`src/rtl/seg7_capture.sv`:
```
// seg7_capture
//   Snoops a multiplexed 7-segment scan bus (LED segments + SA digit
//   selects), waits until each digit's pattern has been steady for
//   STABLE_CYC cycles, decodes the glyph back to a hex nibble and, once all
//   four digits have been seen, publishes the frame with a VALID/ACK
//   handshake.
//
//   Ports
//     CLK    in   1   clock, rising edge
//     RST    in   1   synchronous reset, active-high
//     LED    in   8   segments [0]a..[6]g, [7]dp
//     SA     in   4   digit select, one-hot after polarity fix
//     ACK    in   1   consumer took the frame (only while VALID=1)
//     FRAME  out 16   digit n at FRAME[4n+3:4n]
//     DP     out  4   decimal point per digit
//     ERR    out  4   per-digit illegal-glyph flag
//     VALID  out  1   frame available, held until ACK
//     OVF    out  1   sticky: frame completed while VALID=1 and ACK=0
//
//   Parameters
//     STABLE_CYC   1..255 identical cycles before a digit is accepted
//     SEG_ACT_LOW  1: LED is active-low
//     SA_ACT_LOW   1: SA is active-low
//
//   Build option
//     SEG7CAP_ALT_GLYPH_EN  also accept alternate glyphs 0x27 -> 7, 0x67 -> 9
//
//   state   | meaning
//   --------+-------------------------------------------------------------
//   IDLE    | no digit selected (blank / multi-hot select)
//   SETTLE  | counting identical cycles of the reference select+pattern
//   CAPTURE | one cycle: write the shadow digit, mark it seen
//   HOLD    | digit captured, waiting for the bus to move on

module seg7_capture #(
  parameter int unsigned STABLE_CYC  = 4,
  parameter bit          SEG_ACT_LOW = 1'b0,
  parameter bit          SA_ACT_LOW  = 1'b0
) (
  input  logic        CLK,
  input  logic        RST,
  input  logic [7:0]  LED,
  input  logic [3:0]  SA,
  input  logic        ACK,
  output logic [15:0] FRAME,
  output logic [3:0]  DP,
  output logic [3:0]  ERR,
  output logic        VALID,
  output logic        OVF
);

  localparam logic [1:0] IDLE    = 2'd0;
  localparam logic [1:0] SETTLE  = 2'd1;
  localparam logic [1:0] CAPTURE = 2'd2;
  localparam logic [1:0] HOLD    = 2'd3;

  localparam logic [7:0] STABLE_N = 8'(STABLE_CYC);

  // A fresh run already satisfies the count when only one cycle is needed.
  localparam logic [1:0] RUN_START = (STABLE_N == 8'd1) ? CAPTURE : SETTLE;

  // {err, hex}
  function automatic logic [4:0] glyph_decode(input logic [6:0] g);
    logic [4:0] r;
    case (g)
      7'h3F:   r = 5'h00;
      7'h06:   r = 5'h01;
      7'h5B:   r = 5'h02;
      7'h4F:   r = 5'h03;
      7'h66:   r = 5'h04;
      7'h6D:   r = 5'h05;
      7'h7D:   r = 5'h06;
      7'h07:   r = 5'h07;
      7'h7F:   r = 5'h08;
      7'h6F:   r = 5'h09;
      7'h77:   r = 5'h0A;
      7'h7C:   r = 5'h0B;
      7'h39:   r = 5'h0C;
      7'h5E:   r = 5'h0D;
      7'h79:   r = 5'h0E;
      7'h71:   r = 5'h0F;
`ifdef SEG7CAP_ALT_GLYPH_EN
      7'h27:   r = 5'h07;
      7'h67:   r = 5'h09;
`endif
      default: r = 5'h10;
    endcase
    return r;
  endfunction

  function automatic logic [1:0] onehot_idx(input logic [3:0] v);
    logic [1:0] r;
    case (v)
      4'b0010: r = 2'd1;
      4'b0100: r = 2'd2;
      4'b1000: r = 2'd3;
      default: r = 2'd0;
    endcase
    return r;
  endfunction

  logic [7:0]  s;
  logic [3:0]  d;
  logic        d_onehot;
  logic        changed;

  logic [1:0]  state;
  logic [7:0]  cnt;
  logic [3:0]  ref_d;
  logic [7:0]  ref_s;
  logic [3:0]  seen;
  logic [15:0] sh_frame;
  logic [3:0]  sh_dp;
  logic [3:0]  sh_err;
  logic        pub_pend;

  logic [4:0]  dec;
  logic [1:0]  cap_idx;
  logic [3:0]  cap_bit;

  always_comb begin
    s        = SEG_ACT_LOW ? ~LED : LED;
    d        = SA_ACT_LOW  ? ~SA  : SA;
    d_onehot = (d != 4'd0) && ((d & (d - 4'd1)) == 4'd0);
    changed  = (d != ref_d) || (s != ref_s);
    dec      = glyph_decode(ref_s[6:0]);
    cap_idx  = onehot_idx(ref_d);
    cap_bit  = 4'b0001 << cap_idx;
  end

  always_ff @(posedge CLK) begin
    if (RST) begin
      state    <= IDLE;
      cnt      <= 8'd0;
      ref_d    <= 4'd0;
      ref_s    <= 8'd0;
      seen     <= 4'd0;
      sh_frame <= 16'd0;
      sh_dp    <= 4'd0;
      sh_err   <= 4'd0;
      pub_pend <= 1'b0;
      FRAME    <= 16'd0;
      DP       <= 4'd0;
      ERR      <= 4'd0;
      VALID    <= 1'b0;
      OVF      <= 1'b0;
    end else begin
      pub_pend <= 1'b0;

      // Publishing wins over ACK: the consumer acked the old frame, the new
      // one is immediately available.
      if (pub_pend) begin
        FRAME <= sh_frame;
        DP    <= sh_dp;
        ERR   <= sh_err;
        VALID <= 1'b1;
        seen  <= 4'd0;
        if (VALID && !ACK) OVF <= 1'b1;
      end else if (VALID && ACK) begin
        VALID <= 1'b0;
      end

      case (state)
        IDLE: begin
          if (d_onehot) begin
            ref_d <= d;
            ref_s <= s;
            cnt   <= 8'd1;
            state <= RUN_START;
          end
        end
        SETTLE: begin
          if (changed) begin
            ref_d <= d;
            ref_s <= s;
            if (d_onehot) begin
              cnt   <= 8'd1;
              state <= RUN_START;
            end else begin
              cnt   <= 8'd0;
              state <= IDLE;
            end
          end else begin
            cnt <= cnt + 8'd1;
            if (cnt + 8'd1 == STABLE_N) state <= CAPTURE;
          end
        end
        CAPTURE: begin
          sh_frame[{cap_idx, 2'b00} +: 4] <= dec[3:0];
          sh_dp[cap_idx]                  <= ref_s[7];
          sh_err[cap_idx]                 <= dec[4];
          seen                            <= seen | cap_bit;
          if ((seen | cap_bit) == 4'b1111) pub_pend <= 1'b1;
          state <= HOLD;
        end
        default: begin // HOLD
          if (changed) begin
            ref_d <= d;
            ref_s <= s;
            if (d_onehot) begin
              cnt   <= 8'd1;
              state <= RUN_START;
            end else begin
              cnt   <= 8'd0;
              state <= IDLE;
            end
          end
        end
      endcase
    end
  end

endmodule

```
`config.mk`:
```
export PLATFORM = sky130hd
export DESIGN_NAME = seg7_capture
export DESIGN_NICKNAME = d
export VERILOG_FILES = /design/src/rtl/seg7_capture.sv
export SDC_FILE = /design/constraint.sdc
export NUM_CORES = 1
export LEC_CHECK = 0
export BUFFER_PORTS_ARGS = -buffer_cell sky130_fd_sc_hd__buf_2
export CAP_MARGIN = 20
export CORE_ASPECT_RATIO = 1.25
export CORE_MARGIN = 10
export CORE_UTILIZATION = 30
export DETAILED_ROUTE_END_ITERATION = 8
export GPL_TIMING_DRIVEN = 0
export HOLD_SLACK_MARGIN = 0.03
export PLACE_DENSITY_LB_ADDON = 0.2
export SKIP_LAST_GASP = 1
export SLEW_MARGIN = 20
export SYNTH_ARGS = -nofsm -noshare
export SYNTH_HDL_FRONTEND = slang
export SYNTH_SLANG_ARGS = --single-unit
```
`constraint.sdc`:
```
create_clock -name CLK -period 3 [get_ports CLK]
set_clock_uncertainty 0.2 [all_clocks]
set_input_delay 0.15 -clock CLK [delete_from_list [all_inputs] [get_ports CLK]]
set_output_delay 0.15 -clock CLK [all_outputs]
set_load 0.02 [all_outputs]
```
==> results of run 1 <==
[cells in the final DEF (no fill, tap or decap), types with 9 or more instances in the layout]
cell type / Yosys / routed
buf_2: 7 / 47
nand2b_1: 32 / 32
dlygate4sd3_1: 0 / 14
mux2i_1: 36 / 36
clkbuf_16: 0 / 9
nand3b_1: 11 / 11
nor2_1: 42 / 42
nand3_1: 14 / 14
dfxtp_1: 77 / 77
o21ai_0: 19 / 19
xnor2_1: 13 / 13
a21oi_1: 19 / 19
nand2_1: 39 / 39
clkbuf_1: 16 / 17
[cell type report]
class	count	area (um2)	share of cell area
multi-input cells	316	2060	0.444
flip-flops and latches	77	1540	0.333
repair buffers	54	340	0.0734
clock buffers	11	243	0.0524
well taps	164	205	0.0443
plain buffers	28	145	0.0313
clock inverters	5	82.6	0.0178
inverters	5	18.8	0.00405
[per-stage QoR]
stage / total power [uW] / hold WS, ns / util / instance area (um2) / instances
6_report: 2560 / 0.256 / 0.379 / 4640 / 660
5_1_grt: 2660 / 0.276 / 0.379 / 4640 / 660
4_1_cts: 2590 / 0.261 / 0.379 / 4640 / 660
3_5_place_dp: 1390 / 0.238 / 0.341 / 4170 / 630
3_3_place_gp: 1380 / 0.231 / 0.341 / 4170 / 630
2_1_floorplan: 1310 / 0.102 / - / 3760 / 426
[registers in the layout, summed over array words and instances (netlist names)]
name      cells
FRAME        16
seen          4
state         2
ERR           4
ref_d         4
pub_pend      1
OVF           1
ref_s         8
DP            4
VALID         1
cnt           8
sh_frame     16
sh_dp         4
sh_err        4
[layer usage]
metal / part of all wire / wire [um] / vias up / GRT usage
met3: 0.042 / 394 / 9 / 0.0279
met4: 0.015 / 136 / 0 / 0.0417
met5: 0 / 0 / - / 0
met2: 0.47 / 4410 / 58 / 0.178
li1: - / - / 1630 / -
met1: 0.47 / 4400 / 1498 / 0.135
[where the power goes]
group | switching, uW | internal, uW | leakage [uW]
clock network | 422 | 754 | 0.000160
logic | 172 | 140 | 0.000951
registers | 24.5 | 1040 | 0.000622
[tightest hold or removal path: stages, from the launching register on]
cell,delay (ns)
dfxtp_1,0.31
nand2_1,0.05
a21oi_1,0.05
[logic make-up (layout without fill, tap and decap cells)]
| family | Yosys count | in the layout | share of synthesized area |
|---|---|---|---|
| AO/OA/AOI/OAI | 82 | 82 | 0.145 |
| XOR/XNOR | 16 | 16 | 0.0392 |
| adder cells (fa/ha/maj) | 8 | 8 | 0.0266 |
| buffers and inverters | 33 | 103 | 0.0435 |
| flip-flops | 77 | 77 | 0.409 |
| multiplexers | 36 | 36 | 0.0957 |
| AND/OR/NAND/NOR | 174 | 174 | 0.240 |
[path summary, 6_finish.rpt]
path             from  cells past startpoint  slack, ns           to
max          ref_d[3]                      8       0.42  sh_frame[6]
min reg2reg   seen[2]                      2       0.26      seen[2]
min           seen[2]                      2       0.26      seen[2]
max reg2reg  ref_d[3]                      8       0.42  sh_frame[6]
==> metrics.txt, run 1 <==
crit path buf inv count 1; worst setup slack after placement ~0.47 ns; placed wire-length estimate 6.95 mm; cell with the largest stage delay on the worst path dfxtp_1; Fmax between 0.3 and 0.4 GHz; area of the placeable core 12200 um2; DRT Wirelength around 9.3 mm; quantity of gates resized following cts 0; Reg clk slew, reported paths ~0.06 ns; number of detailed-routing iterations run before antenna repair 4; clock tree from TritonCTS done; total number of vias 3195; Yosys Warn Count 0; post-route ant nets 0; count of buffers added by post-CTS timing repair for setup 0; area added between synthesis and finish 23.1%; CP peak stage delay approximately 0.42 ns; area share of the leading cell type in the synthesized netlist 0.409; worst min path class flop to flop; result of the run complete, no violations; most frequent cell after synthesis dfxtp_1; Die X between 100 and 150 um; Top Family by Delay on Critical Path simple AND/OR/NAND/NOR gates; Port Buffers 40; H-tree depth reported by CTS 3; Worst-Margin Slew a little under 1 ns; EDFF count, synth 0; WL/cell 14.1 um; global-route wire length before repair 15.8 mm; biggest area consumer among synthesized cells dfxtp_1; biggest area contributors in the synthesized netlist dfxtp_1, mux2i_1, nand2b_1, nor2_1, nand2_1; maximum buffer depth of the clock tree 2; synthesized flop and latch total just under 80; final setup violating endpoints 0; clock sink total 77; final total negative setup slack 0 ns; nature of the critical path startpoint flop; Period Utilization, post-route 0.861; initial antenna violation count 0; RePlAce Congestion just over 0.8; sequential fraction of the synthesis area 0.409; maximum VDD drop about 0.29 mV; clock buffer count from CTS 9; final-stage net count 514; average size of a mapped cell just under 9 um2; root buf cell clkbuf_16; Die Area 17500 um2; CP Capture Type flop; I/O pin count 41; Async S/R FF share, synth 0; total inserted antenna cells 0; number of placement rows 45; LEAKAGE approximately 0.0017 uW; via count of the first global-routing pass between 3000 and 4000; count of filler cells inserted in the layout around 1300; final number of hold-violating endpoints 0; share of cells above drive strength 1 0.147; remaining global-route overflow 0; worst skew pair latency 0.34 ns; count of unresolved DRC violations after routing 0; unrepaired setup endpoints after global routing no; number of instances in the synthesized netlist around 430; crit path time final ~2.6 ns; total track usage 0.110; max-slew violation total from the final report 0; required time of the critical path just over 3 ns; chip height about 150 um; data arrival time of the critical path 2.65 ns; worst-path fanout max 7; predominant post-synthesis flop cell dfxtp_1; Syn Nets approximately 450; Vias per Instance between 4 and 5; Post-synth top cells dfxtp_1, nor2_1, nand2_1; pin count of the biggest net entering global routing 14; Slew HR 0.331; WS Path Type flop to flop; final critical-path setup slack 0.416 ns; maximum capacitance violations 0; P per Cell Area roughly 550 nW/um2; combined area of all synthesized cells approximately 3800 um2; Initial Utilization 0.308; distinct cell type count after synthesis between 50 and 60; crit path cell chain xnor2_1, or3_1, clkbuf_1, ha_1, nor3b_1, and3_1, o21ai_0, a21oi_1; Detailed Route Iter0 Violations between 150 and 200; number of buffers added to fix hold violations after cts 14
Note: power is estimated with default switching activity, not from simulation.
==> inputs of run 2 (changes only) <==
Settings changed: CORE_UTILIZATION 30 to 58.
==> metrics.txt, run 2 (synthesis gave the netlist of run 1 again) <==
result of the run complete, no violations; area of the placeable core approximately 6200 um2; crit path time final roughly 2.5 ns; crit path buf inv count 1; root buf cell clkbuf_8; Regs by FF count FRAME: 16 flops, sh_frame: 16 flops; P per Cell Area about 500 nW/um2; Die X approximately 90 um; remaining global-route overflow 0; area added between synthesis and finish 17.1%; count of unresolved DRC violations after routing 0; maximum buffer depth of the clock tree 2; I/O pin count 41; clock tree from TritonCTS done; fraction of power spent switching nets 0.273; count of buffers added by post-CTS timing repair for setup 0; worst setup slack after placement about 0.53 ns; Internal about 1600 uW; clock sink total just under 80; Initial Utilization 0.603; pin count of the biggest net entering global routing 15; CP peak stage delay about 0.41 ns; Period Utilization, post-route 0.844; max-slew violation total from the final report 0; LEAKAGE 0.00167 uW; unrepaired setup endpoints after global routing no; initial antenna violation count 0; final-stage net count roughly 510; maximum VDD drop approximately 0.26 mV; H-tree depth reported by CTS 3; total inserted antenna cells 0; DRT Wirelength ~9 mm; number of detailed-routing iterations run before antenna repair 5; combinational group share of total power 0.144; met3 Resource Use GR 0.0460; CP Capture Type flop; cell with the largest stage delay on the worst path dfxtp_1; total power draw 2160 uW; number of buffers added to fix hold violations after cts 14; met1 track demand over resource in global routing 0.203; final setup violating endpoints 0; Reg clk slew, reported paths 0.09 ns; Vias per Instance 5.64; worst min path class flop to flop; clock buffer count from CTS 9; final critical-path setup slack between 0.4 and 0.5 ns; final total negative setup slack 0 ns; power dissipated by switching net loads 589 uW; required time of the critical path about 3.1 ns; post-route ant nets 0; global-route wire length before repair 15.2 mm; placed wire-length estimate between 6 and 7 mm; Fmax 0.395 GHz; Port Buffers 40; Detailed Route Iter0 Violations approximately 150; share of cells above drive strength 1 0.149; WL/cell about 16 um; chip height around 110 um; RePlAce Congestion slightly above 0.9; worst skew pair latency roughly 0.34 ns; quantity of gates resized following cts 0; Die Area a little over 10000 um2; number of placement rows 32; total track usage 0.181; Slew HR 0.389; crit path cell chain xnor2_1, or3_1, clkbuf_1, ha_1, nor3b_1, and3_1, o21ai_0, a21oi_1; maximum capacitance violations 0; post-layout utilization of the core 0.706; clock share of power 0.362; routing layer with the top usage in global route met2; commonest non-fill, non-tap cell in the layout dfxtp_1; total number of vias around 3300; highest-count cells in the layout ignoring fill and taps dfxtp_1, buf_2, nor2_1; met2 Resource Use GR 0.325; worst-path fanout max 7; Top Family by Delay on Critical Path simple AND/OR/NAND/NOR gates; final number of hold-violating endpoints 0; data arrival time of the critical path about 2.6 ns; via count of the first global-routing pass around 3200; nature of the critical path startpoint flop; Reg power frac 0.494; WS Path Type flop to flop; Worst-Margin Slew between 0.9 and 1 ns
run 2: power by group through the flow:
stage | registers, uW | logic (uW) | clock network, uW
final | 1070 | 311 | 782
after global routing | 1070 | 340 | 830
after global placement | 1090 | 285 | 0
after CTS | 1070 | 307 | 789
after detailed placement | 1090 | 291 | 0
after floorplan | 1080 | 225 | 0
run 2: cell type report:
| type | count | area (um2) |
|---|---|---|
| inverters | 5 | 18.8 |
| multi-input cells | 316 | 2060 |
| plain buffers | 28 | 145 |
| fillers | 518 | 1840 |
| well taps | 85 | 106 |
| clock inverters | 7 | 73.8 |
| repair buffers | 54 | 340 |
| flip-flops and latches | 77 | 1540 |
| clock buffers | 9 | 124 |
run 2: routing by layer:
layer	share of wire	routed length, um
met5	0	0
met4	0.020	184
met3	0.048	435
met2	0.51	4570
met1	0.43	3850
run 2: worst paths after layout:
| check | startpoint | end | slack [ns] | cells after the start |
|---|---|---|---|---|
| worst max register to register | ref_d[1] | sh_frame[10] | 0.47 | 8 |
| worst min-delay path | sh_dp[0] | sh_dp[0] | 0.26 | 2 |
| worst min register to register | sh_dp[0] | sh_dp[0] | 0.26 | 2 |
| worst max-delay path | ref_d[1] | sh_frame[10] | 0.47 | 8 |
run 2: stage by stage:
| stage | std cells | cell area, um2 | hold slack (ns) |
|---|---|---|---|
| final | 581 | 4410 | 0.258 |
| after floorplan | 426 | 3760 | 0.102 |
| after detailed placement | 551 | 4070 | 0.240 |
| after global placement | 551 | 4070 | 0.230 |
| after CTS | 581 | 4410 | 0.260 |
| after global routing | 581 | 4410 | 0.279 |
run 2: worst reg2reg max path: stages, from the launching register on:
cell and delay, ns:
dfxtp_1 0.41, xnor2_1 0.09, or3_1 0.32, clkbuf_1 0.20, ha_1 0.37, nor3b_1 0.40, and3_1 0.24, o21ai_0 0.08
a21oi_1 0.15
==> inputs of run 3 (changes only) <==
Settings changed: CORE_UTILIZATION 58 to 53.
Clock period 3 ns to 2 ns, I/O delays scaled along.
==> metrics.txt, run 3 (synthesis gave the netlist of run 1 again) <==
Reg clk slew, reported paths about 0.080 ns; worst setup slack after placement -0.243 ns; area of the placeable core roughly 6900 um2; initial antenna violation count 0; dpl cells 556; Die Area around 11000 um2; area added between synthesis and finish 31.6%; required time of the critical path just over 2 ns; final setup violating endpoints 35; max-slew violation total from the final report 0; data arrival time of the critical path 2.24 ns; Vias per Instance between 5 and 6; Regs by FF count FRAME: 16 flops, sh_frame: 16 flops; highest-count cells in the layout ignoring fill and taps dfxtp_1, nor2_1, buf_2; worst skew pair latency 0.34 ns; Worst-Margin Slew around 0.64 ns; placed wire-length estimate ~6.5 mm; Initial Utilization 0.543; remaining global-route overflow 0; H-tree depth reported by CTS 3; LEAKAGE 0.00192 uW; failing checks setup timing; Period Utilization, post-route 1.08; Slew HR 0.572; DRT Wirelength 10.1 mm; WS Path Type flop to flop; final-stage net count ~540; number of placement rows 34; maximum VDD drop about 0.46 mV; clock tree from TritonCTS done; root buf cell clkbuf_8; Fmax between 0.4 and 0.5 GHz; via count of the first global-routing pass 3434; total inserted antenna cells 0; Port Buffers 40; total power draw 3430 uW; Die X 95.4 um; clock buffer count from CTS 9; result of the run finished, violations left; nature of the critical path startpoint flop; count of unresolved DRC violations after routing 0; total number of vias approximately 3500; total track usage 0.181; global-route wire length before repair between 15 and 20 mm; worst-path fanout max 4; P per Cell Area roughly 690 nW/um2; chip height 114 um; number of detailed-routing iterations run before antenna repair 5; post-route ant nets 0; final critical-path setup slack -0.169 ns; clock sink total between 70 and 80; pin count of the biggest net entering global routing 13; maximum buffer depth of the clock tree 2; maximum capacitance violations 0; CP Capture Type flop; placed cell area 4120 um2; post-layout utilization of the core 0.715; I/O pin count 41; final number of hold-violating endpoints 0; commonest non-fill, non-tap cell in the layout dfxtp_1; share of cells above drive strength 1 0.302; final cell count without fillers approximately 600; RePlAce Congestion around 0.84; unrepaired setup endpoints after global routing yes; final instance area between 4000 and 5000 um2; WL/cell 16.7 um; worst min path class primary input to flop; crit path time final roughly 2.2 ns; Detailed Route Iter0 Violations 150
==> run 3: layer usage <==
layer	track usage	wire (um)	up-vias
met5	0	0	-
met4	0.0749	131	0
met3	0.0453	538	14
met2	0.305	5160	122
met1	0.211	4290	1645
li1	-	-	1681
==> run 3: worst paths after layout <==
path             from            to  slack (ns)  cells after the start
min reg2reg  sh_dp[0]      sh_dp[0]        0.26                      2
max reg2reg  ref_d[1]  sh_frame[10]       -0.17                      7
max          ref_d[1]  sh_frame[10]       -0.17                      7
min            LED[6]      state[1]        0.25                      6
==> run 3: final cells by class <==
cell class / instances / area, um2
multi-input combinational: 316 / 2360
fill: 514 / 1980
sequential: 77 / 1560
timing repair buffer: 78 / 568
clock buffer: 12 / 165
buffer: 25 / 144
tap: 90 / 113
inverter: 5 / 22.5
clock inverter: 3 / 20.0
==> run 3: critical path, stage by stage, from the launching register on <==
cell     delay (ns)
dfxtp_4        0.36
xnor2_2        0.13
or3_4          0.44
ha_4           0.31
nor3b_4        0.25
and3_4         0.24
o21ai_2        0.05
a21oi_1        0.13
==> run 3: metrics by stage <==
| step | TNS, ns | hold slack (ns) |
|---|---|---|
| after global routing | -6.34 | 0.257 |
| after CTS | -3.29 | 0.162 |
| after floorplan | -0.143 | 0.0445 |
| after global placement | -5.46 | 0.180 |
| after detailed placement | -5.94 | 0.190 |
| final | -3.32 | 0.248 |
==> run 3: repair_timing <==
action | in CTS | in global routing
gates resized for setup | 46 | 53
pin swaps | 21 | 27
cloned | 1 | 0
hold endpoints to repair | 16 | 0
setup endpoints to repair | 40 | 56
hold buffers | 14 | 0
buffers inserted | 15 | 8
==> run 3: power by group <==
| group | internal (uW) | leakage [uW] | total, uW | switching, uW |
|---|---|---|---|---|
| logic | 363 | 0.00120 | 716 | 352 |
| registers | 1570 | 0.000627 | 1610 | 46.4 |
| clock network | 544 | 0.0000905 | 1100 | 557 |
